### src/rtl/md5_cmd_pkg.sv
// Opcodes, response bytes, FSM state encoding and the tx request record for the MD5 host command path.
package md5_cmd_pkg;

  localparam logic [7:0] CMD_SET_HASH_OP   = 8'h01;
  localparam logic [7:0] CMD_SEND_TEXT_OP  = 8'h02;
  localparam logic [7:0] CMD_READ_MATCH_OP = 8'h03;
  localparam logic [7:0] CMD_TEST_OP       = 8'h04;

  localparam logic [7:0] ACK_OK      = 8'h01;
  localparam logic [7:0] ACK_NOMATCH = 8'h00;
  localparam logic [7:0] NAK         = 8'hEE;

  typedef enum logic [2:0] {
    ST_IDLE,
    ST_HASH,
    ST_LEN_HI,
    ST_LEN_LO,
    ST_TEXT,
    ST_WAIT_PROC,
    ST_TX,
    ST_TX_WAIT
  } state_t;

  // cnt bytes of payload are sent, most significant of those bytes first
  typedef struct packed {
    logic [2:0]  cnt;
    logic [31:0] payload;
  } tx_req_t;

  function automatic tx_req_t tx_one(input logic [7:0] b);
    tx_req_t r;
    r.cnt     = 3'd1;
    r.payload = {24'h0, b};
    return r;
  endfunction

endpackage

### src/rtl/cmd_tx_sequencer.sv
// Sends 1-4 payload bytes MSB first: tx_start only while tx_busy is low, one byte in flight, done pulses once the last byte drains.
// Latency: first tx_start two cycles after load when idle; stalls indefinitely while the transmitter holds tx_busy.
module cmd_tx_sequencer import md5_cmd_pkg::*; (
  input  logic       clk,
  input  logic       reset_n,
  input  logic       load,
  input  tx_req_t    req,
  input  logic       tx_busy,
  output logic       tx_start,
  output logic [7:0] tx_data,
  output logic       done
);

  typedef enum logic [2:0] {
    SQ_IDLE,
    SQ_ISSUE,
    SQ_START,
    SQ_SKIP,
    SQ_WAIT
  } sq_state_t;

  sq_state_t   state;
  logic [31:0] shreg;
  logic [2:0]  left;

  always_ff @(posedge clk or negedge reset_n) begin
    if (!reset_n) begin
      state    <= SQ_IDLE;
      shreg    <= '0;
      left     <= '0;
      tx_start <= 1'b0;
      tx_data  <= '0;
      done     <= 1'b0;
    end else begin
      tx_start <= 1'b0;
      done     <= 1'b0;
      case (state)
        SQ_IDLE: begin
          if (load) begin
            left <= req.cnt;
            // left-align the bytes to send so each one leaves from the top
            case (req.cnt)
              3'd1:    shreg <= {req.payload[7:0], 24'h0};
              3'd2:    shreg <= {req.payload[15:0], 16'h0};
              3'd3:    shreg <= {req.payload[23:0], 8'h0};
              default: shreg <= req.payload;
            endcase
            state <= SQ_ISSUE;
          end
        end
        SQ_ISSUE: begin
          if (!tx_busy) begin
            tx_start <= 1'b1;
            tx_data  <= shreg[31:24];
            shreg    <= {shreg[23:0], 8'h0};
            left     <= left - 3'd1;
            state    <= SQ_START;
          end
        end
        // the transmitter needs a cycle after tx_start before tx_busy is trustworthy
        SQ_START: state <= SQ_SKIP;
        SQ_SKIP:  state <= SQ_WAIT;
        SQ_WAIT: begin
          if (!tx_busy) begin
            if (left == 3'd0) begin
              done  <= 1'b1;
              state <= SQ_IDLE;
            end else begin
              state <= SQ_ISSUE;
            end
          end
        end
        default: state <= SQ_IDLE;
      endcase
    end
  end

endmodule

### src/rtl/uart_cmd_responder.sv
// Decodes host opcode frames: loads the target hash, streams text to the matcher, answers with ack/result/data bytes.
// Latency: text byte one cycle after rx_ready; rx bytes during WAIT_PROC/TX are dropped, tx waits on tx_busy.
module uart_cmd_responder import md5_cmd_pkg::*; #(
  parameter int CLK_FREQUENCY = 100_000_000,
  parameter int TIMEOUT_US    = 1000,
  parameter int TEST_LEN      = 4
) (
  input  logic         clk,
  input  logic         reset_n,
  input  logic         rx_ready,
  input  logic [7:0]   rx_data,
  input  logic         tx_busy,
  output logic         tx_start,
  output logic [7:0]   tx_data,
  output logic [127:0] target_hash,
  output logic         hash_valid,
  output logic         text_valid,
  output logic [7:0]   text_byte,
  output logic         text_last,
  input  logic         proc_done,
  input  logic         proc_match,
  input  logic [31:0]  match_pos,
  output logic         busy
);

  localparam logic [63:0] TIMEOUT_CYCLES = 64'(TIMEOUT_US) * 64'(CLK_FREQUENCY) / 64'd1_000_000;
  localparam bit          TIMEOUT_EN     = (TIMEOUT_CYCLES != 64'd0);
  localparam int          TO_W           = (TIMEOUT_CYCLES > 64'd1) ? $clog2(TIMEOUT_CYCLES + 64'd1) : 1;
  localparam logic [TO_W-1:0] TO_LAST    = TO_W'(TIMEOUT_CYCLES - 64'd1);

  state_t          state;
  tx_req_t         tx_req;
  logic [15:0]     byte_cnt;
  logic [15:0]     byte_nxt;
  logic [15:0]     text_len;
  logic [7:0]      test_left;
  logic [TO_W-1:0] to_cnt;
  logic            in_frame;
  logic            to_hit;
  logic            seq_load;
  logic            seq_done;

  assign busy     = (state != ST_IDLE);
  assign seq_load = (state == ST_TX);
  assign byte_nxt = byte_cnt + 16'd1;
  assign in_frame = (state == ST_HASH) || (state == ST_LEN_HI) ||
                    (state == ST_LEN_LO) || (state == ST_TEXT);
  assign to_hit   = TIMEOUT_EN && in_frame && !rx_ready && (to_cnt == TO_LAST);

  always_ff @(posedge clk or negedge reset_n) begin
    if (!reset_n) begin
      to_cnt <= '0;
    end else if (!in_frame || rx_ready || to_hit) begin
      to_cnt <= '0;
    end else begin
      to_cnt <= to_cnt + TO_W'(1);
    end
  end

  always_ff @(posedge clk or negedge reset_n) begin
    if (!reset_n) begin
      state       <= ST_IDLE;
      tx_req      <= '0;
      byte_cnt    <= '0;
      text_len    <= '0;
      test_left   <= '0;
      target_hash <= '0;
      hash_valid  <= 1'b0;
      text_valid  <= 1'b0;
      text_byte   <= '0;
      text_last   <= 1'b0;
    end else begin
      text_valid <= 1'b0;
      text_last  <= 1'b0;
      case (state)
        ST_IDLE: begin
          if (rx_ready) begin
            byte_cnt  <= '0;
            test_left <= '0;
            case (rx_data)
              CMD_SET_HASH_OP:   state <= ST_HASH;
              CMD_SEND_TEXT_OP:  state <= ST_LEN_HI;
              CMD_READ_MATCH_OP: begin
                tx_req <= '{cnt: 3'd4, payload: match_pos};
                state  <= ST_TX;
              end
              CMD_TEST_OP: begin
                tx_req    <= tx_one(8'(TEST_LEN));
                test_left <= 8'(TEST_LEN - 1);
                state     <= ST_TX;
              end
              default: begin
                tx_req <= tx_one(NAK);
                state  <= ST_TX;
              end
            endcase
          end
        end
        ST_HASH: begin
          if (rx_ready) begin
            target_hash <= {target_hash[119:0], rx_data};
            byte_cnt    <= byte_nxt;
            if (byte_cnt == 16'd15) begin
              hash_valid <= 1'b1;
              tx_req     <= tx_one(ACK_OK);
              state      <= ST_TX;
            end
          end else if (to_hit) begin
            hash_valid <= 1'b0;
            tx_req     <= tx_one(NAK);
            state      <= ST_TX;
          end
        end
        ST_LEN_HI: begin
          if (rx_ready) begin
            text_len[15:8] <= rx_data;
            state          <= ST_LEN_LO;
          end else if (to_hit) begin
            tx_req <= tx_one(NAK);
            state  <= ST_TX;
          end
        end
        ST_LEN_LO: begin
          if (rx_ready) begin
            text_len[7:0] <= rx_data;
            if ({text_len[15:8], rx_data} == 16'd0) begin
              tx_req <= tx_one(ACK_NOMATCH);
              state  <= ST_TX;
            end else begin
              state <= ST_TEXT;
            end
          end else if (to_hit) begin
            tx_req <= tx_one(NAK);
            state  <= ST_TX;
          end
        end
        ST_TEXT: begin
          if (rx_ready) begin
            text_valid <= 1'b1;
            text_byte  <= rx_data;
            byte_cnt   <= byte_nxt;
            if (byte_nxt == text_len) begin
              text_last <= 1'b1;
              state     <= ST_WAIT_PROC;
            end
          end else if (to_hit) begin
            // close the matcher's block with a dummy last byte; its verdict is never read
            text_valid <= 1'b1;
            text_last  <= 1'b1;
            text_byte  <= '0;
            tx_req     <= tx_one(NAK);
            state      <= ST_TX;
          end
        end
        ST_WAIT_PROC: begin
          if (proc_done) begin
            tx_req <= tx_one({7'b0, proc_match});
            state  <= ST_TX;
          end
        end
        ST_TX: state <= ST_TX_WAIT;
        ST_TX_WAIT: begin
          if (seq_done) begin
            if (test_left != 8'd0) begin
              tx_req    <= tx_one(test_left);
              test_left <= test_left - 8'd1;
              state     <= ST_TX;
            end else begin
              state <= ST_IDLE;
            end
          end
        end
        default: state <= ST_IDLE;
      endcase
    end
  end

  cmd_tx_sequencer u_tx_seq (
    .clk      (clk),
    .reset_n  (reset_n),
    .load     (seq_load),
    .req      (tx_req),
    .tx_busy  (tx_busy),
    .tx_start (tx_start),
    .tx_data  (tx_data),
    .done     (seq_done)
  );

endmodule

### config.mk
export PLATFORM = sky130hd
export DESIGN_NAME = uart_cmd_responder
export DESIGN_NICKNAME = d
export VERILOG_FILES = /design/src/rtl/md5_cmd_pkg.sv /design/src/rtl/cmd_tx_sequencer.sv /design/src/rtl/uart_cmd_responder.sv
export SDC_FILE = /design/constraint.sdc
export NUM_CORES = 1
export LEC_CHECK = 0
export CORE_MARGIN = 2
export CORE_UTILIZATION = 25
export CTS_BUF_LIST = sky130_fd_sc_hd__clkbuf_8 sky130_fd_sc_hd__clkbuf_16
export DETAILED_ROUTE_END_ITERATION = 10
export PLACE_DENSITY = 0.42
export SYNTH_ARGS = -nofsm -noshare
export SYNTH_HDL_FRONTEND = slang
export SYNTH_HIERARCHICAL = 1
export SYNTH_SLANG_ARGS = --single-unit
### constraint.sdc
create_clock -name clk -period 4.6 [get_ports clk]
set_clock_uncertainty 0.05 [all_clocks]
set_input_delay 1.38 -clock clk [delete_from_list [all_inputs] [get_ports clk]]
set_output_delay 1.38 -clock clk [all_outputs]
set_load 0.1 [all_outputs]
### Word-level counts from Yosys, hierarchy flattened

Index checks and enable logic that the tools add are counted.

* bits in registers: 282
* word-level logic and storage cells: 157

* reduce and logical (&&, ||, !) cells: 35
* mux-type cells: 63
* equal/unequal tests: 35
* $add $sub $neg: 4
* bitwise gates (word level): 1

Operators by type and width (count)
* 2-to-1 mux 35 bit: 10
* one-hot mux 35 bit (6 select lines): 1
* one-hot mux 35 bit (3 select lines): 1
* one-hot mux 32 bit (3 select lines): 1
* 2-to-1 mux 32 bit: 2
* one-hot mux 32 bit (2 select lines): 1
* 2-to-1 mux 3 bit: 16
* 2-to-1 mux 8 bit: 5
* 2-to-1 mux 16 bit: 2
* one-hot mux 16 bit (2 select lines): 1
* one-hot mux 3 bit (8 select lines): 1
* equality test 3 x 2 -> 1 bit, second input constant: 6
* adder 17 x 1 -> 17 bit, second input constant: 1
* equality test 17 bit, second input constant: 1
* 2-to-1 mux 17 bit: 1
* adder 16 x 1 -> 16 bit, second input constant: 1
* equality test 16 bit: 1
* equality test 16 x 4 -> 1 bit, second input constant: 1
* equality test 8 x 2 -> 1 bit, second input constant: 2
* logical NOT 16 bit: 1
* inequality test 2 bit, second input constant: 8
* one-hot mux 8 bit (2 select lines): 1
* equality test 3 bit, second input constant: 5
* 2-to-1 mux 1 bit: 15
* 25 further kinds: 53

### Depth between registers and ports, before layout

Gate-level depths: netlist of run 1.

* word-level depth: 9
* depth in mapped cells: 11

### By module

Netlist of run 1, hierarchy kept.

By module, submodules not included
* uart_cmd_responder: instances 1, area an instance 10122.2 µm², cells an instance 1086
* cmd_tx_sequencer: instances 1, area an instance 2577.5 µm², cells an instance 260

### Least setup slack after synthesis of run 1

Ideal clock, no wire load.

* path kind: input to register
* from: input port rx_data[6]
* to: register tx_req[15] in the netlist's numbering
* setup time: 121 ps
* required time: 4429 ps
* cell stages on the path: 8
* arrival: 3222 ps
* setup slack: 1207 ps
* path through: or4_4 -> nor3_4 -> nand4_1 -> a211o_1 -> a21o_1 -> buf_6 -> buf_6 -> a22o_1

* longest elaborated chain between the ends: 5
* elaborated cells on any way between the ends: 12
* classes of those cells: eq/ne (6); mux (3); reduce/logical (3)

RTL lines
* start: declaration: RTL line uart_cmd_responder.sv:11 `input logic [7:0] rx_data,`
* equality test 8 x 2 -> 1 bit / equality test 8 x 1 -> 1 bit (equally long branches): RTL line uart_cmd_responder.sv:80 `case (rx_data)`
* OR reduction 2 bit (no source line)
* one-hot mux 35 bit (3 select lines): RTL line uart_cmd_responder.sv:80
* 2-to-1 mux 35 bit: RTL line uart_cmd_responder.sv:77 `if (rx_ready) begin`
* one-hot mux 35 bit (6 select lines): RTL line uart_cmd_responder.sv:75 `case (state)`
* end signal: assignment: RTL line uart_cmd_responder.sv:84 `tx_req <= '{cnt: 3'd4, payload: match_pos};`
* end signal: assignment: RTL line uart_cmd_responder.sv:88 `tx_req <= tx_one(8'(TEST_LEN));`
* end signal: assignment: RTL line uart_cmd_responder.sv:93 `tx_req <= tx_one(NAK);`
* end: declaration: RTL line uart_cmd_responder.sv:32 `tx_req_t tx_req;`

Several ways; a longest one is shown, not always the timed one. The select of a mux whose other input is x is not followed.
A chain may end at the register's enable or synchronous reset.

### Worst setup path after layout of run 1

* from: input port rx_data[6]
* to: register tx_req[12] in the netlist's numbering

The elaborated chain is that of the path after synthesis.

==> results of run 1 <==
-- worst min-delay path, delay by kind of cell, from the launching register on --
kind	cells	cell delay [ps]
flops	1	340
simple gates	2	100
-- worst max-delay path by stage --
stage | startpoint | endpoint | slack, ps | cells after the start
3_5_place_dp | rx_data[6] | tx_req[20] | 360 | 8
6_report | rx_data[6] | tx_req[12] | 920 | 8
5_1_grt | rx_data[0] | tx_req[27] | 780 | 8
2_1_floorplan | rx_data[6] | tx_req[15] | 1210 | 8
4_1_cts | state[2] | busy | 880 | 3
3_3_place_gp | rx_data[6] | tx_req[8] | 400 | 8
-- power groups by stage --
stage	sequential [mW]	clock, mW	combinational (mW)
floorplan	4.90	0	1.72
global placement	3.52	0	4.25
detailed placement	3.52	0	4.26
CTS	3.49	2.85	4.27
global route	3.56	2.95	4.54
finish	3.48	2.74	4.23
-- layer usage --
layer	wire (um)	part of all wire (%)	GRT usage (%)
met4	803	2.0	4.363
met2	18390	46	23.48
met5	0	0	0
met3	2285	5.8	3.660
met1	18130	46	20.11
-- registers in the layout, indices dropped and copies added (netlist names) --
signal / cells
text_last: 1
to_cnt: 17
u_tx_seq/done: 1
hash_valid: 1
byte_cnt: 16
u_tx_seq/tx_data: 8
u_tx_seq/state: 3
u_tx_seq/left: 3
test_left: 8
tx_req: 35
state: 3
u_tx_seq/shreg: 32
u_tx_seq/tx_start: 1
target_hash: 128
text_byte: 8
text_valid: 1
text_len: 16
-- final cells by class --
class	instances	area, um2
flip-flops and latches	282	7057
clock buffers	43	997.2
well taps	672	840.8
inverters	11	41.29
fillers	5198	33680
diodes	1	2.502
multi-input cells	973	5244
clock inverters	18	151.4
repair buffers	215	2152
-- layout by cell type, fill, tap and decap left out, drive strengths merged, types with 22 or more instances in the layout --
| cell | count |
|---|---|
| clkdlybuf4s50 | 192 |
| a22o | 42 |
| buf | 23 |
| mux2 | 26 |
| a21oi | 37 |
| o21ai | 79 |
| dfrtp | 282 |
| clkbuf | 43 |
| xnor2 | 22 |
| nor2 | 78 |
| nand2 | 456 |
-- cells by family after synthesis --
group / count (synthesis) / synth area share, %
simple gates: 655 / 22.15
flops: 282 / 55.57
compound gates: 242 / 13.04
buf+inv: 91 / 3.300
xor+xnor: 41 / 2.828
mux: 30 / 2.621
fa+ha+maj: 5 / 0.4926
-- per-stage QoR --
stage | total power, mW | instance area, um2 | instances | util (%) | setup slack (ps)
2_1_floorplan | 6.620 | 12700 | 1346 | - | 1207
3_3_place_gp | 7.770 | 15330 | 2153 | 30.57 | 404.7
3_5_place_dp | 7.778 | 15330 | 2153 | 30.57 | 358.5
4_1_cts | 10.61 | 16480 | 2214 | 32.85 | 884.1
5_1_grt | 11.05 | 16490 | 2215 | 32.86 | 780.9
6_report | 10.45 | 16490 | 2215 | 32.86 | 915.3
==> reports/qor.csv, run 1 <==
stage,metric,value,unit
logic_synthesis,Async SR Flop Fraction,100.0,%
worst_hold_path,Hold Crit Class,reg -> reg,
clocking,root buffer cell,clkbuf_16,
worst_hold_path,Min-Delay Endpoint,target_hash[125],
route,Iter 0 DRT Violations,683,
floorplanning,# rows,82,
pwr,register share of total power,33.3,%
logic_synthesis,Yosys Warn Count,6,
sta,final setup fails,0,
floorplanning,Initial Utilization,25.31,%
layout,nets@finish,1569,
route,number of vias per cell,4.628,
setup_path,Worst Setup End Kind,register,
setup_path,CP Class,in -> reg,
route,Wirelength per Cell,17.88,um
clocking,clk sink count,282,
logic_synthesis,most common cell in the synthesized netlist,nand2_1,
logic_synthesis,register area share after synthesis,55.57,%
setup_path,critical path's largest stage delay,610,ps
worst_hold_path,WHS Path Cells,2,
setup_path,startpoint types,primary input,
logic_synthesis,Post-synth top cells,"nand2_1 (455), dfrtp_1 (282), nor2_1 (75)",
clocking,clk slew on worst S/H paths,60,ps
clocking,CTS Hold Bufs,0,
clocking,clock latency on the worst-skew pair,540,ps
sta,Max Clk Rate,0.2714,GHz
layout,share of cells above drive strength 1,7.782,%
pwr,Sw Ratio,44.47,%
global_route,largest net degree at the start of global routing,130,
logic_synthesis,number of synthesized register bits,282,
logic_synthesis,Synthesized Nets,1397,
flow_run,maxcap violations,0,
route,Pre-antenna DRT Iters,5,
floorplanning,Die Area,0.05262,mm2
logic_synthesis,Post-synth top flop,dfrtp_1,
logic_synthesis,Avg Inst Size Synth,9.435,um2
logic_synthesis,post-synth top area share,55.57,%
pwr,Worst VDD drop,0.0005067,V
route,Routed Antenna Nets,0,
logic_synthesis,synthesized area,0.01270,mm2
sta,final worst path period need,3685,ps
sta,unrepaired setup endpoints after global routing,false,
clocking,CTS tree,yes,
setup_path,FF-to-FF setup slack,1500,ps
sta,Fin. Hold Viols,0,
clocking,number of CTS-inserted buffers,35,
pwr,PwrDens,634.2,mW/mm2
route,Residual DRC,0,
placement,Final Wtd Congestion,0.7761,
logic_synthesis,Area contributors post-synth,"dfrtp_1 (56%), nand2_1 (13%), a22o_1 (2.9%)",
pwr,part of the power in combinational logic,40.5,%
logic_synthesis,cell taking the most area after synthesis,dfrtp_1,
floorplanning,Die W,229.4,um
setup_path,CP Cell Sequence,"clkdlybuf4s50_1, or4_4, nor3_4, nand4_1, a211o_1, a21o_1, buf_4, a22o_1",
floorplanning,Die H,229.4,um
sta,Final Max Slew Viols,0,
setup_path,RR Startpoint,test_left[1],
sta,slew margin rel.,19.77,%
logic_synthesis,Syn Inst Count,1346,
clocking,postcts setup bufs,0,
global_route,GR Overflow Total,0,
global_route,first-pass GRT wire length,61890,um
clocking,H-tree depth,2,
clocking,Max Root-Sink Buffers,3,
worst_hold_path,HP Start,target_hash[125],
sta,Worst-Margin Slew,1199,ps
setup_path,"CP delay by family, top",compound AO/OA/AOI/OAI gates,
pwr,Int Power,5.806,mW
route,drt total wl,39600,um
pwr,Sw Pwr,4.649,mW
pwr,Clock power frac,26.2,%
logic_synthesis,distinct cell type count after synthesis,67,
setup_path,R2R cell count,9,
logic_synthesis,"EDFF count, synth",0,
global_route,global-route usage over all layers,14.87,%
sta,Hold WS,425.8,ps
run_status,status,"complete, no violations",
setup_path,Crit Path Max Fanout,28,
sta,setup TNS,0,ps
placement,hpwl dp,26040,um
route,Vias,10250,
setup_path,WP data required,4960,ps
setup_path,"slowest stage cell, crit path",or4_4,
global_route,vias in the first global route,10212,
setup_path,Critical path buffers and inverters,2,
sta,Final Cycle Share,80.10,%
setup_path,reg-to-reg endpoint,test_left[0],
floorplanning,I/O pins,195,
global_route,initial antenna violation count,1,
pwr,Leak Pwr,7.559,nW
placement,IO Port Bufs,194,
floorplanning,Core ar.,0.05017,mm2
setup_path,WP data arrival,4040,ps
layout,area delta synth->final,29.81,%
clocking,count of cells resized by post-cts repair,0,
Power figures use the tool's default switching activity.
==> run 2, diff against run 1 <==
--- a/config.mk
+++ b/config.mk
@@ -9,7 +9,7 @@
 export CORE_UTILIZATION = 25
 export CTS_BUF_LIST = sky130_fd_sc_hd__clkbuf_8 sky130_fd_sc_hd__clkbuf_16
 export DETAILED_ROUTE_END_ITERATION = 10
-export PLACE_DENSITY = 0.42
+export PLACE_DENSITY = 0.44
 export SYNTH_ARGS = -nofsm -noshare
 export SYNTH_HDL_FRONTEND = slang
 export SYNTH_HIERARCHICAL = 1
==> constraint.sdc (replaced) <==
create_clock -name clk -period 3.3 [get_ports clk]
set_clock_uncertainty 0.05 [all_clocks]
set_input_delay 0.99 -clock clk [delete_from_list [all_inputs] [get_ports clk]]
set_output_delay 0.99 -clock clk [all_outputs]
set_load 0.1 [all_outputs]
==> run 2 against run 1 <==
Net effect:
- sequential power up 40%
- global-route usage is essentially flat
- critical path depth is 1 higher
- first-iteration DRC count fell by 9.1%
- clock power up 53%
==> reports/qor.csv, run 2 (synthesis gave the netlist of run 1 again) <==
stage,metric,value,unit
pwr,Leak Pwr,8.076,nW
floorplanning,# rows,82,
global_route,global-route usage over all layers,14.90,%
global_route,initial antenna violation count,0,
clocking,postcts setup bufs,0,
setup_path,CP Class,in -> reg,
floorplanning,Die W,229.4,um
setup_path,CP Cell Sequence,"clkdlybuf4s50_1, or4_1, nor3_1, buf_4, nand4_1, a211o_1, a21o_1, buf_12, a22o_1",
global_route,vias in the first global route,10527,
run_status,status,"complete, no violations",
placement,Setup WS pre-CTS,-253.7,ps
layout,area delta synth->final,30.31,%
sta,Final Cycle Share,90.36,%
setup_path,Crit Path Max Fanout,28,
floorplanning,I/O pins,195,
sta,Fin. Hold Viols,0,
sta,Final Max Slew Viols,0,
setup_path,Worst Setup End Kind,register,
global_route,first-pass GRT wire length,62450,um
setup_path,FF-to-FF setup slack,530,ps
sta,final setup fails,0,
layout,"Cell Count, Final, Fillers Out",2247,
clocking,clock latency on the worst-skew pair,550,ps
placement,placed cell areas,0.01527,mm2
placement,IO Port Bufs,194,
clocking,root buffer cell,clkbuf_16,
placement,DP Cell Count,2182,
route,Residual DRC,0,
sta,Worst-Margin Slew,849.9,ps
pwr,PwrDens,903.5,mW/mm2
layout,Largest Register,target_hash,
sta,setup ws final,318.1,ps
floorplanning,Initial Utilization,25.31,%
setup_path,"CP delay by family, top",simple AND/OR/NAND/NOR gates,
setup_path,startpoint types,primary input,
placement,hpwl dp,26560,um
sta,Hold WS,275.4,ps
floorplanning,Die H,229.4,um
layout,most frequent cells in the layout,"nand2_1 (455), dfrtp_1 (282), buf_4 (188), nor2_1 (74), o21ai_0 (69)",
pwr,Total Power,14.95,mW
layout,"commonest non-fill, non-tap cell in the layout",nand2_1,
layout,max reg flops,128,
clocking,number of CTS-inserted buffers,36,
route,drt total wl,38580,um
pwr,Worst VDD drop,0.0006425,V
global_route,GR Overflow Total,0,
setup_path,critical path's largest stage delay,550,ps
route,Pre-antenna DRT Iters,4,
layout,FILL cells,5175,
floorplanning,Die Area,0.05262,mm2
layout,share of cells above drive strength 1,19.24,%
sta,final worst path period need,2982,ps
route,Iter 0 DRT Violations,621,
route,Routed Antenna Nets,0,
layout,fin area,0.01655,mm2
layout,Reg area,0.007057,mm2
layout,Top Registers,"target_hash: 128 flops, tx_req: 35 flops, u_tx_seq/shreg: 32 flops",
clocking,count of cells resized by post-cts repair,0,
clocking,H-tree depth,2,
sta,setup TNS,0,ps
clocking,clk slew on worst S/H paths,60,ps
setup_path,WP data required,3680,ps
floorplanning,Core ar.,0.05017,mm2
worst_hold_path,Hold Crit Class,in -> async,
route,Wirelength per Cell,17.17,um
layout,nets@finish,1599,
placement,Final Wtd Congestion,0.7909,
route,number of vias per cell,4.590,
setup_path,"slowest stage cell, crit path",or4_1,
layout,# diodes,0,
layout,Multi-input gate area,0.005244,mm2
layout,utilization after layout,32.98,%
setup_path,Critical path buffers and inverters,3,
sta,slew margin rel.,43.22,%
flow_run,maxcap violations,0,
sta,Max Clk Rate,0.3354,GHz
sta,unrepaired setup endpoints after global routing,false,
route,Vias,10314,
clocking,clk sink count,282,
clocking,CTS Hold Bufs,0,
clocking,Max Root-Sink Buffers,3,
clocking,CTS tree,yes,
global_route,largest net degree at the start of global routing,130,
setup_path,WP data arrival,3360,ps
run 2: cell types whose count changed in the layout (fill, tap and decap cells not counted):
cell             previous run  this run
buf_12                      4        11
buf_4                      18       188
bufinv_16                   2         4
clkbuf_8                    7        12
clkdlybuf4s50_1           192        44
clkinv_2                    5         4
clkinv_4                    0         1
clkinvlp_4                  2         0
diode_2                     1         0
inv_1                      18        16
inv_16                      0         1
run 2: worst paths after layout:
path                       cells past startpoint                 to              from
max                                            9          tx_req[9]        rx_data[0]
min                                            1  u_tx_seq/state[1]           reset_n
max in group asynchronous                      2        byte_cnt[4]           reset_n
max reg2reg                                   10          tx_req[9]      test_left[0]
min reg2reg                                    2   u_tx_seq/left[1]  u_tx_seq/left[1]
min in group clk                               2   u_tx_seq/left[1]  u_tx_seq/left[1]
run 2: layout make-up:
| class | instances | area share [%] |
|---|---|---|
| Clock buffer | 48 | 6.442 |
| Clock inverter | 17 | 1.285 |
| Inverter | 11 | 0.2495 |
| Multi-Input combinational cell | 973 | 31.69 |
| Sequential cell | 282 | 42.64 |
| Tap cell | 672 | 5.081 |
| Timing Repair Buffer | 244 | 12.61 |
run 2: routing by layer:
metal	track usage [%]	share of wire [%]	vias up	wire length (um)
met1	19.75	46	5064	17560
li1	-	-	4999	-
met2	24.01	47	205	18170
met3	3.499	5.1	46	1962
met5	0	0	-	0
met4	4.667	2.3	0	882
run 2: power breakdown:
part / internal, mW / switching [mW]
clock network: 2.59 / 1.60
logic: 1.69 / 4.19
registers: 4.16 / 0.716
==> run 3, diff against run 2 <==
--- a/config.mk
+++ b/config.mk
@@ -10,6 +10,7 @@
 export CTS_BUF_LIST = sky130_fd_sc_hd__clkbuf_8 sky130_fd_sc_hd__clkbuf_16
 export DETAILED_ROUTE_END_ITERATION = 10
 export PLACE_DENSITY = 0.44
+export RECOVER_POWER = 50
 export SYNTH_ARGS = -nofsm -noshare
 export SYNTH_HDL_FRONTEND = slang
 export SYNTH_HIERARCHICAL = 1
==> run 3 against run 2 <==
Net effect:
- the flow now finishes with violations (capacitance limit, slew limit)
- wire length about the same
- count of clock-buffer cells in the layout stayed put
- largest cell class unchanged
- sequential share of layout area increased by 0.12 points
- sequential power barely moved
- critical endpoint is now tx_req[15]
==> reports/qor.csv, run 3 (synthesis gave the netlist of run 1 again) <==
stage,metric,value,unit
run_status,status,"complete, but fails checks",
run_status,failing checks,"capacitance limit, slew limit",
layout,# diodes,0,
pwr,Clock power frac,28.1,%
floorplanning,Core ar.,0.05017,mm2
global_route,largest net degree at the start of global routing,130,
clocking,H-tree depth,2,
layout,nets@finish,1599,
layout,FILL cells,5184,
global_route,global-route usage over all layers,14.90,%
route,Residual DRC,0,
setup_path,Worst Setup End Kind,register,
floorplanning,I/O pins,195,
route,number of vias per cell,4.586,
clocking,clk slew on worst S/H paths,60,ps
layout,max reg flops,128,
worst_hold_path,WHS Path Cells,1,
clocking,root buffer cell,clkbuf_16,
clocking,CTS tree,yes,
sta,final worst path period need,2988,ps
placement,IO Port Bufs,194,
global_route,vias in the first global route,10527,
pwr,Int Power,8.429,mW
floorplanning,# rows,82,
pwr,part of the power in combinational logic,39.2,%
clocking,number of CTS-inserted buffers,36,
setup_path,startpoint types,primary input,
route,Routed Antenna Nets,0,
floorplanning,Initial Utilization,25.31,%
sta,Final Cycle Share,90.55,%
setup_path,R2R cell count,6,
flow_run,maxcap violations,1,
route,Pre-antenna DRT Iters,5,
route,Iter 0 DRT Violations,617,
global_route,GR Overflow Total,0,
layout,most frequent cells in the layout,"nand2_1 (455), dfrtp_1 (282), buf_4 (184), nor2_1 (75), o21ai_0 (69)",
route,Vias,10304,
layout,area delta synth->final,29.93,%
worst_hold_path,Hold Crit Class,reg -> reg,
layout,share of cells above drive strength 1,18.92,%
pwr,register share of total power,32.7,%
sta,Final Max Slew Viols,166,
pwr,Leak Pwr,8.041,nW
layout,"Cell Count, Final, Fillers Out",2247,
sta,unrepaired setup endpoints after global routing,false,
pwr,Total Power,14.93,mW
layout,Top Registers,"target_hash: 128 flops, tx_req: 35 flops, u_tx_seq/shreg: 32 flops",
pwr,Worst VDD drop,0.0006435,V
route,drt total wl,38620,um
sta,Worst-Margin Slew,2244,ps
clocking,clk sink count,282,
layout,Largest Register,target_hash,
sta,setup TNS,0,ps
clocking,clock latency on the worst-skew pair,550,ps
clocking,CTS Hold Bufs,0,
sta,Fin. Hold Viols,0,
placement,Setup WS pre-CTS,-253.7,ps
pwr,PwrDens,904.6,mW/mm2
sta,Max Clk Rate,0.3347,GHz
sta,final setup fails,0,
placement,DP Cell Count,2182,
clocking,count of cells resized by post-cts repair,0,
sta,setup ws final,311.9,ps
setup_path,RR Startpoint,state[1],
global_route,initial antenna violation count,0,
setup_path,WP data required,3680,ps
setup_path,reg-to-reg endpoint,state[0],
pwr,Sw Pwr,6.497,mW
floorplanning,Die H,229.4,um
worst_hold_path,HP Start,to_cnt[0],
setup_path,FF-to-FF setup slack,400,ps
global_route,first-pass GRT wire length,62450,um
pwr,Sw Ratio,43.53,%
setup_path,Crit Path Max Fanout,28,
worst_hold_path,Min-Delay Endpoint,to_cnt[0],
clocking,Max Root-Sink Buffers,3,
route,Wirelength per Cell,17.19,um
floorplanning,Die Area,0.05262,mm2
floorplanning,Die W,229.4,um
placement,Final Wtd Congestion,0.7909,
sta,slew margin rel.,-49.59,%
layout,"commonest non-fill, non-tap cell in the layout",nand2_1,
placement,hpwl dp,26560,um
setup_path,CP Class,in -> reg,
clocking,postcts setup bufs,0,
setup_path,WP data arrival,3370,ps
## run 3: cell count changes in the layout (fill, tap and decap cells not counted), sizes merged
cell | before | now
clkdlybuf4s50 | 44 | 43
clkbuf | 48 | 53
clkdlybuf4s25 | 0 | 1
buf | 200 | 194
dlygate4sd3 | 0 | 1
## run 3: cell type report
class	instances	area, um2	share of cell area [%]
clock buffers	48	1066	6.460
clock inverters	17	212.7	1.289
inverters	11	41.29	0.2502
multi-input cells	973	5228	31.68
flip-flops and latches	282	7057	42.77
well taps	672	840.8	5.096
repair buffers	244	2056	12.46
## run 3: how the worst max path moves through the flow
stage                     from    endpoint  slack [ps]  cells after the start
floorplan           rx_data[6]  tx_req[15]         300                      8
global placement    rx_data[0]   tx_req[8]        -220                      9
detailed placement  rx_data[0]   tx_req[8]        -250                      9
CTS                 rx_data[0]  tx_req[15]         320                     10
global route          state[1]    state[0]         100                      6
finish              rx_data[0]  tx_req[15]         310                      9
## run 3: per-layer routing
metal | vias up | global-route usage [%] | part of all wire, %
li1 | 4994 | - | -
met1 | 5065 | 19.75 | 46
met2 | 199 | 24.01 | 47
met3 | 46 | 3.499 | 5.0
met4 | 0 | 4.667 | 2.3
met5 | - | 0 | 0
## run 3: stage by stage
step | instance area (um2) | hold slack [ps] | util (%)
global route | 16500 | 459.1 | 32.89
finish | 16500 | 425.3 | 32.89
CTS | 16550 | 270.5 | 32.98
detailed placement | 15270 | 418.1 | 30.44
floorplan | 12700 | 397.9 | -
global placement | 15270 | 413.1 | 30.44
## run 3: worst max-delay path, cell delays in order
cell and delay, ps:
clkdlybuf4s50_1 420, or4_1 550, nor3_1 160, buf_4 150
nand4_1 120, a211o_1 350, a21o_1 200, buf_12 170
a22o_1 240
## run 3: power groups by stage
stage	clock network [mW]	registers, mW	logic (mW)
2_1_floorplan	0	6.83	2.40
3_3_place_gp	0	4.93	5.91
3_5_place_dp	0	4.93	5.94
4_1_cts	4.34	4.88	5.95
5_1_grt	4.48	5.00	6.33
6_report	4.19	4.88	5.86
